File: config.mk
export PLATFORM = sky130hd
export DESIGN_NAME = temp_output
export DESIGN_NICKNAME = d
export VERILOG_FILES = /design/src/rtl/temp_pkg.sv /design/src/rtl/temp_output.sv
export SDC_FILE = /design/constraint.sdc
export NUM_CORES = 1
export LEC_CHECK = 0
export BUFFER_PORTS_ARGS = -buffer_cell sky130_fd_sc_hd__buf_2
export CORE_MARGIN = 3
export CORE_UTILIZATION = 40
export DETAILED_ROUTE_END_ITERATION = 7
export HOLD_SLACK_MARGIN = 0.05
export PLACE_DENSITY = 0.61
export SYNTH_ARGS = -nofsm -noshare
export SYNTH_HDL_FRONTEND = slang
export SYNTH_SLANG_ARGS = --single-unit
File: constraint.sdc
create_clock -name clk -period 2.2 [get_ports clk]
set_clock_uncertainty 0.05 [all_clocks]
set_input_delay 0.22 -clock clk [delete_from_list [all_inputs] [get_ports clk]]
set_output_delay 0.22 -clock clk [all_outputs]
set_load 0.01 [all_outputs]
File: src/rtl/temp_pkg.sv
// Shared types and constants for the BCD temperature digit-serial link.
package temp_pkg;

  localparam int unsigned NUM_DIGITS = 3;
  localparam logic [3:0]  BCD_MAX    = 4'd9;

  typedef logic [3:0] digit_t;

  typedef enum logic [2:0] {
    StIdle,
    StStart,
    StSetup,
    StStrobe,
    StGap,
    StDone
  } tx_state_e;

  function automatic logic is_bcd(digit_t d);
    return d <= BCD_MAX;
  endfunction

endpackage

File: src/rtl/temp_output.sv
// Digit-serial transmitter: latches a 3-digit BCD value and replays it as a start
// strobe followed by ones, tens and hundreds strobes on a 4-bit bus.
module temp_output
  import temp_pkg::*;
#(
  parameter int unsigned HOLD = 1,
  parameter int unsigned GAP  = 2
) (
  input  logic       clk,
  input  logic       rst,
  input  logic       start,
  input  logic [3:0] huns,
  input  logic [3:0] tens,
  input  logic [3:0] ones,
  output logic       busy,
  output logic [3:0] value,
  output logic       enter,
  output logic       done,
  output logic       err
);

  localparam int unsigned CntMax = (HOLD > GAP) ? HOLD : GAP;
  localparam int unsigned CntW   = $clog2(CntMax + 1);
  localparam logic [CntW-1:0] HoldLd = CntW'(HOLD - 1);
  localparam logic [CntW-1:0] GapLd  = CntW'(GAP - 1);
  localparam logic [1:0]      LastIdx = 2'(NUM_DIGITS - 1);

  tx_state_e       state_q, state_d;
  logic [CntW-1:0] cnt_q, cnt_d;
  logic [1:0]      idx_q, idx_d;
  logic            first_q, first_d;
  logic            err_q, err_d;
  logic            accept;
  digit_t          digits_q [NUM_DIGITS];
  digit_t          cur_digit;

  always_ff @(posedge clk or negedge rst) begin
    if (!rst) begin
      state_q <= StIdle;
      cnt_q   <= '0;
      idx_q   <= '0;
      first_q <= 1'b0;
      err_q   <= 1'b0;
      for (int i = 0; i < NUM_DIGITS; i++) digits_q[i] <= '0;
    end else begin
      state_q <= state_d;
      cnt_q   <= cnt_d;
      idx_q   <= idx_d;
      first_q <= first_d;
      err_q   <= err_d;
      if (accept) begin
        digits_q[0] <= ones;
        digits_q[1] <= tens;
        digits_q[2] <= huns;
      end
    end
  end

  always_comb begin
    state_d = state_q;
    cnt_d   = cnt_q;
    idx_d   = idx_q;
    first_d = first_q;
    err_d   = 1'b0;
    accept  = 1'b0;
    unique case (state_q)
      StIdle: begin
        if (start) begin
          if (is_bcd(huns) && is_bcd(tens) && is_bcd(ones)) begin
            accept  = 1'b1;
            idx_d   = '0;
            first_d = 1'b1;
            state_d = StStart;
          end else begin
            err_d = 1'b1;
          end
        end
      end
      StStart, StStrobe: begin
        cnt_d   = GapLd;
        state_d = StGap;
      end
      StSetup: begin
        if (cnt_q == '0) state_d = StStrobe;
        else             cnt_d   = cnt_q - 1'b1;
      end
      StGap: begin
        if (cnt_q != '0) begin
          cnt_d = cnt_q - 1'b1;
        end else if (first_q) begin
          // Gap after the start-of-number strobe: first digit keeps index 0.
          first_d = 1'b0;
          cnt_d   = HoldLd;
          state_d = StSetup;
        end else if (idx_q < LastIdx) begin
          idx_d   = idx_q + 1'b1;
          cnt_d   = HoldLd;
          state_d = StSetup;
        end else begin
          state_d = StDone;
        end
      end
      StDone:  state_d = StIdle;
      default: state_d = StIdle;
    endcase
  end

  always_comb begin
    unique case (idx_q)
      2'd0:    cur_digit = digits_q[0];
      2'd1:    cur_digit = digits_q[1];
      default: cur_digit = digits_q[2];
    endcase
  end

  // Outputs decode straight from state so an async reset drops them without a clock.
  always_comb begin
    busy  = 1'b0;
    enter = 1'b0;
    done  = 1'b0;
    value = '0;
    unique case (state_q)
      StStart: begin
        busy  = 1'b1;
        enter = 1'b1;
      end
      StSetup: begin
        busy  = 1'b1;
        value = cur_digit;
      end
      StStrobe: begin
        busy  = 1'b1;
        enter = 1'b1;
        value = cur_digit;
      end
      StGap: begin
        busy  = 1'b1;
        value = first_q ? 4'd0 : cur_digit;
      end
      StDone:  done = 1'b1;
      default: ;
    endcase
  end

  assign err = err_q;

endmodule

==> metrics, run 1 <==
outcome completed; total CTS buffers 3; main area contributors after synthesis dfrtp_1 44%, mux2_4 8.9%, mux2_2 5.7%; largest net degree at the start of global routing 22; Placer Congestion 0.7507; Rows 19; RR Endpoint digits_q[6]$_DFFE_PN0P_; hold path endpoint digits_q[8]$_DFFE_PN0P_; die height 60.46 um; max-cap viol count 0; yosys warns 0; total die area about 3700 um^2; worst-case clock buffer depth 2; Worst EP arrival between 1500 and 2000 ps; initial core utilization 42.65%; relative slew slack 69.01%; DRC viols 0; 1st-pass router iterations 4; global-route wire length before repair 3719 um; Worst Max-Slew Pin Slew 464.8 ps; CP endpoint kind primary output; GRT met3 Usage 2.553%; cts repair resizes 0; Reg-to-Reg Start state_q[0]$_DFFE_PN0P_; worst slack, placed between 400 and 500 ps; vias post-DR ~840; Pins Over Slew Limit 0; Hold Crit Class in2reg; final core utilization 48.27%; share of layout cells above drive strength 1 between 30% and 40%; top post-synthesis cells by count 21 x dfrtp_1, 8 x a21oi_1, 7 x mux2_4, 6 x mux2_2, 6 x nor2_1; met1 Usage GRT a little under a fifth; cts hold-fix bufs 1; Worst Hold Depth 2; most common cell in the netlist dfrtp_1; placed inst area between 1000 and 1500 um^2; crit path time final 1934 ps; RSZ-0062 raised after global routing no; asr flop ratio synth 100.0%; input/output buffers 22; Seq/Total Area, Yosys 44.30%; initial antenna violation count 0; grt total ovfl 0; CP Launch Type flop; CP max stage cell dfrtp_1; Critical path buffers and inverters 2; Yosys reg bits 21; vias in the first global route approximately 800; first-iteration detailed-routing DRC count 31; setup TNS 0 ps; HP Start ones[0]; fin crit share between 80 and 90%; final instance area ~1300 um^2; Pleak 0.6521 nW; n_diodes 0; Root Driver clkbuf_4; met2 Use GR 20.99%; fin nets 146; clk_lat worst skew ~300 ps; CP Class reg2out; Core Box Area 2781 um^2; required time of the critical path 1930 ps; Area growth syn-to-layout 13.19%; final setup violating endpoints 0; critical path's top delay family flip-flops; Worst Slack Setup Final roughly 270 ps; Synth Flop Type dfrtp_1; Syn Inst Count 101; fillers roughly 270; die outline width around 60 um; area taken by multi-input logic gates approximately 600 um^2; Worst VDD drop roughly 0.7 mV; GR peak layer met2; CTS tree yes; final hold slack a little over 80 ps; Total Routing Usage GR between 10% and 20%; f_max 0.5170 GHz; routed len/inst between 10 and 15 um; Synth cell types 34; drt total wl 2228 um; Register Area ~530 um^2; crit-path cells inv_1, ha_1, nor2_1, nand2_1, a21oi_1, buf_2; number of synthesized flops with an enable pin 0; Crit Path Max Fanout 5; r2r setup slk between 400 and 500 ps; clk sinks 21; Reg2Reg Depth 3; Via density approximately 5.4; final hold vios 0; Post-Syn Area about 1200 um^2; Mapped Nets 121; post-CTS setup buffers 0; Yosys top cell by area dfrtp_1; PwrDens roughly 1300 nW/um^2; clk slew on worst S/H paths roughly 130 ps; top cell type's share of synthesized area 44.30%; DP HPWL ~1700 um; post-route ant nets 0; syn_area_per_cell 11.74 um^2; I/O Pins 23; H-Tree Depth 1; CP max stage delay 440 ps
## area by class of cell
cell class	count	share of cell area (%)
inverter	5	1.398
sequential	21	39.14
multi-input combinational	72	45.57
timing repair buffer	23	8.947
tap	31	2.889
clock buffer	3	1.678
clock inverter	1	0.3728
## cells by family after synthesis
kind of cell	synth area share (%)
flip-flops	44.30
multiplexers	15.40
XOR/XNOR	0.7385
AND/OR/NAND/NOR	17.19
buffers and inverters	4.114
AO/OA/AOI/OAI	12.97
adder cells (fa/ha/maj)	5.274
## where the power goes
group / internal (mW) / leakage [nW] / switching [mW]
Sequential: 0.557 / 0.258 / 0.165
Combinational: 0.445 / 0.376 / 0.364
Clock: 0.0678 / 0.0177 / 0.119
## how the worst max path moves through the flow
stage	start	end	slack, ps	cells after the start
finish	idx_q[0]$_DFFE_PN0P_	value[1]	270	6
global route	idx_q[1]$_DFFE_PN0P_	value[3]	90	6
CTS	idx_q[0]$_DFFE_PN0P_	value[1]	240	6
detailed placement	state_q[0]$_DFFE_PN0P_	digits_q[2]$_DFFE_PN0P_	460	3
global placement	state_q[2]$_DFFE_PN0P_	idx_q[0]$_DFFE_PN0P_	460	4
floorplan	state_q[0]$_DFFE_PN0P_	idx_q[0]$_DFFE_PN0P_	580	5
## layout by cell type (no fill, tap or decap)
cell type,count
or4_4,1
or3b_4,1
nor3_1,1
nand4_4,1
a21oi_1,8
dfrtp_1,21
nor2_1,6
a21oi_2,1
and2_1,2
clkinv_2,1
nand3_1,2
or2_2,1
ha_1,5
buf_2,22
or2b_1,1
nand2b_1,2
nand2_1,5
inv_1,5
o21ai_0,2
a22oi_1,4
mux2_2,6
nand3_2,1
mux2_4,7
xnor2_1,1
a2bb2oi_1,2
o21ai_1,3
and2b_1,2
a311oi_2,1
mux2i_1,1
a22o_1,1
or4b_1,1
dlygate4sd3_1,1
clkbuf_4,3
o21ai_2,1
nor2b_1,1
nor4b_4,1
## per-stage QoR
| step | total power, mW | std cells |
|---|---|---|
| CTS | 1.733 | 156 |
| floorplan | 1.359 | 101 |
| finish | 1.718 | 156 |
| global placement | 1.527 | 151 |
| global route | 1.868 | 156 |
| detailed placement | 1.545 | 151 |
## metal layers
layer / wire length, um / part of all wire [%]
met5: 0 / 0
met3: 91 / 4.1
met1: 1074 / 48
met2: 1047 / 47
met4: 14 / 0.63
## state kept, by name (all words and copies together), names as in the netlist
signal and count:
digits_q 12, idx_q 2, first_q 1, err 1
cnt_q 2, state_q 3
No activity file was read; power rests on OpenSTA's default activity.
==> run 2, diff against run 1 <==
==> constraint.sdc (replaced) <==
create_clock -name clk -period 2.2 [get_ports clk]
set_clock_uncertainty 0.05 [all_clocks]
set_input_delay 0.11 -clock clk [delete_from_list [all_inputs] [get_ports clk]]
set_output_delay 0.11 -clock clk [all_outputs]
set_load 0.01 [all_outputs]
==> metrics, run 2 (synthesized netlist as in run 1, its figures left out) <==
biggest regs digits_q: 12 flops, state_q: 3 flops; vias in the first global route 910 (+11%); Crit Path Max Fanout 5 (unchanged); clk_lat worst skew 310 ps (about the same); Total Routing Usage GR 14.95% (+1.5 points); relative slew slack 69.32% (+0.30 points); die outline width 60.46 um (unchanged); DRC viols 0 (unchanged); initial antenna violation count 0 (unchanged); commonest non-fill, non-tap cells in the layout 22 x buf_2, 21 x dfrtp_1, 13 x dlygate4sd3_1; dpl cells 151 (unchanged); CP Launch Type flop; r2r setup slk 420 ps (about the same); max reg flops 12 (unchanged); crit-path cells inv_1, ha_1, nor2_1, nand2_1, a21oi_1, buf_2; register name with the most flops digits_q; total CTS buffers 3 (unchanged); CP endpoint kind primary output; Power, Total 1.740 mW (+1.3%); crit path time final 1828 ps (-106.9 ps); Worst Hold Depth 3 (+1); setup TNS 0 ps (unchanged); largest net degree at the start of global routing 22 (unchanged); post-route ant nets 0 (unchanged); DP HPWL 1726 um (unchanged); HP Start start; clk sinks 21 (unchanged); hold path endpoint state_q[0]$_DFFE_PN0P_; n_diodes 0 (unchanged); 1st-pass router iterations 4 (unchanged); Reg2Reg Depth 4 (+1); fin nets 158 (+8.2%); worst-case clock buffer depth 2 (unchanged); total die area 3655 um^2 (unchanged); Core Box Area 2781 um^2 (unchanged); PwrDens 1189 nW/um^2 (-7.0%); final setup violating endpoints 0 (unchanged); max-cap viol count 0 (unchanged); critical path's top delay family flip-flops; grt total ovfl 0 (unchanged); Pins Over Slew Limit 0 (unchanged); final hold vios 0 (unchanged); H-Tree Depth 1 (unchanged); CP Class reg2out; share of layout cells above drive strength 1 35.04% (-3.4 points); CP max stage cell dfrtp_1; die height 60.46 um (unchanged); Critical path buffers and inverters 2 (unchanged); Placer Congestion 0.7507 (unchanged); fin crit share 83.07% (-4.9 points); first-iteration detailed-routing DRC count 41 (+32%); vias post-DR 884 (+5.1%); drt total wl 2428 um (+9.0%); initial core utilization 42.65% (unchanged); most common cell after layout, fill and taps aside buf_2; outcome completed; Worst VDD drop 0.7044 mV (+0.31%); Via density 5.262 (-2.4%); Pleak 0.7022 nW (+7.7%); Hold Crit Class in2reg; Area growth syn-to-layout 23.31%; Root Driver clkbuf_4; required time of the critical path 2040 ps (+110 ps); I/O Pins 23 (unchanged); Worst EP arrival 1670 ps (about the same); global-route wire length before repair 4105 um (+10%); input/output buffers 22 (unchanged); Rows 19 (unchanged); RSZ-0062 raised after global routing no; Worst Max-Slew Pin Slew 460.2 ps (-4.562 ps); routed len/inst 14.45 um (+1.2%); clk slew on worst S/H paths 130 ps (about the same); Reg-to-Reg Start state_q[2]$_DFFE_PN0P_; f_max 0.5472 GHz (+5.9%); fin cells 168 (+7.7%); CTS tree yes; CP max stage delay 440 ps (about the same); post-CTS setup buffers 0 (unchanged); RR Endpoint idx_q[0]$_DFFE_PN0P_
-- run 2: changes by cell type in the layout (fill, tap and decap cells not counted) --
cell and delta:
dlygate4sd3_1 +12
-- run 2: final cells by class --
class                   count  area, um^2
inverters                   5       18.77
multi-input cells          72       611.8
well taps                  31       38.79
flip-flops and latches     21       525.5
clock inverters             1       5.005
fillers                   262        1319
repair buffers             35       240.2
clock buffers               3       22.52
-- run 2: repair_timing --
item | 4_1_cts | 5_1_grt
endpoints found under the hold margin | 33 | 0
hold buffers | 13 | 0
resized for setup | 0 | 0
-- run 2: worst max path at each step --
| stage | from | to | slack, ps | cells after the start |
|---|---|---|---|---|
| after floorplan | state_q[0]$_DFFE_PN0P_ | idx_q[0]$_DFFE_PN0P_ | 580 | 5 |
| after global placement | state_q[2]$_DFFE_PN0P_ | idx_q[0]$_DFFE_PN0P_ | 460 | 4 |
| after detailed placement | state_q[0]$_DFFE_PN0P_ | digits_q[2]$_DFFE_PN0P_ | 460 | 3 |
| after CTS | idx_q[0]$_DFFE_PN0P_ | value[1] | 350 | 6 |
| after global routing | idx_q[1]$_DFFE_PN0P_ | value[3] | 200 | 6 |
| final | idx_q[0]$_DFFE_PN0P_ | value[1] | 370 | 6 |
-- run 2: per-layer routing --
metal / wire length, um / part of all wire, % / track usage, %
met1: 1149 / 47 / 19.15
met2: 1202 / 50 / 26.23
met3: 60 / 2.5 / 2.553
met4: 14 / 0.58 / 3.715
met5: 0 / 0 / 0
-- run 2: power breakdown --
part,switching (mW),internal (mW)
registers,0.168,0.557
clock network,0.120,0.0678
logic,0.368,0.459
total,0.655,1.08
-- run 2: stage by stage --
stage | cell area, um^2 | utilization [%] | setup WS [ps] | hold slack, ps
floorplan | 1186 | - | 575.3 | -235.6
global placement | 1305 | 46.92 | 455.9 | 48.09
detailed placement | 1305 | 46.92 | 456.0 | 45.83
CTS | 1463 | 52.59 | 345.9 | 118.4
global route | 1463 | 52.59 | 198.0 | 124.2
finish | 1463 | 52.59 | 372.5 | 116.8
-- run 2: worst reg2reg max path: cells and delay by family, from the launching register on --
family             cells  cell delay (ps)
and+or+nand+nor        3             1020
DFF                    1              560
AOI/OAI and AO/OA      1               60
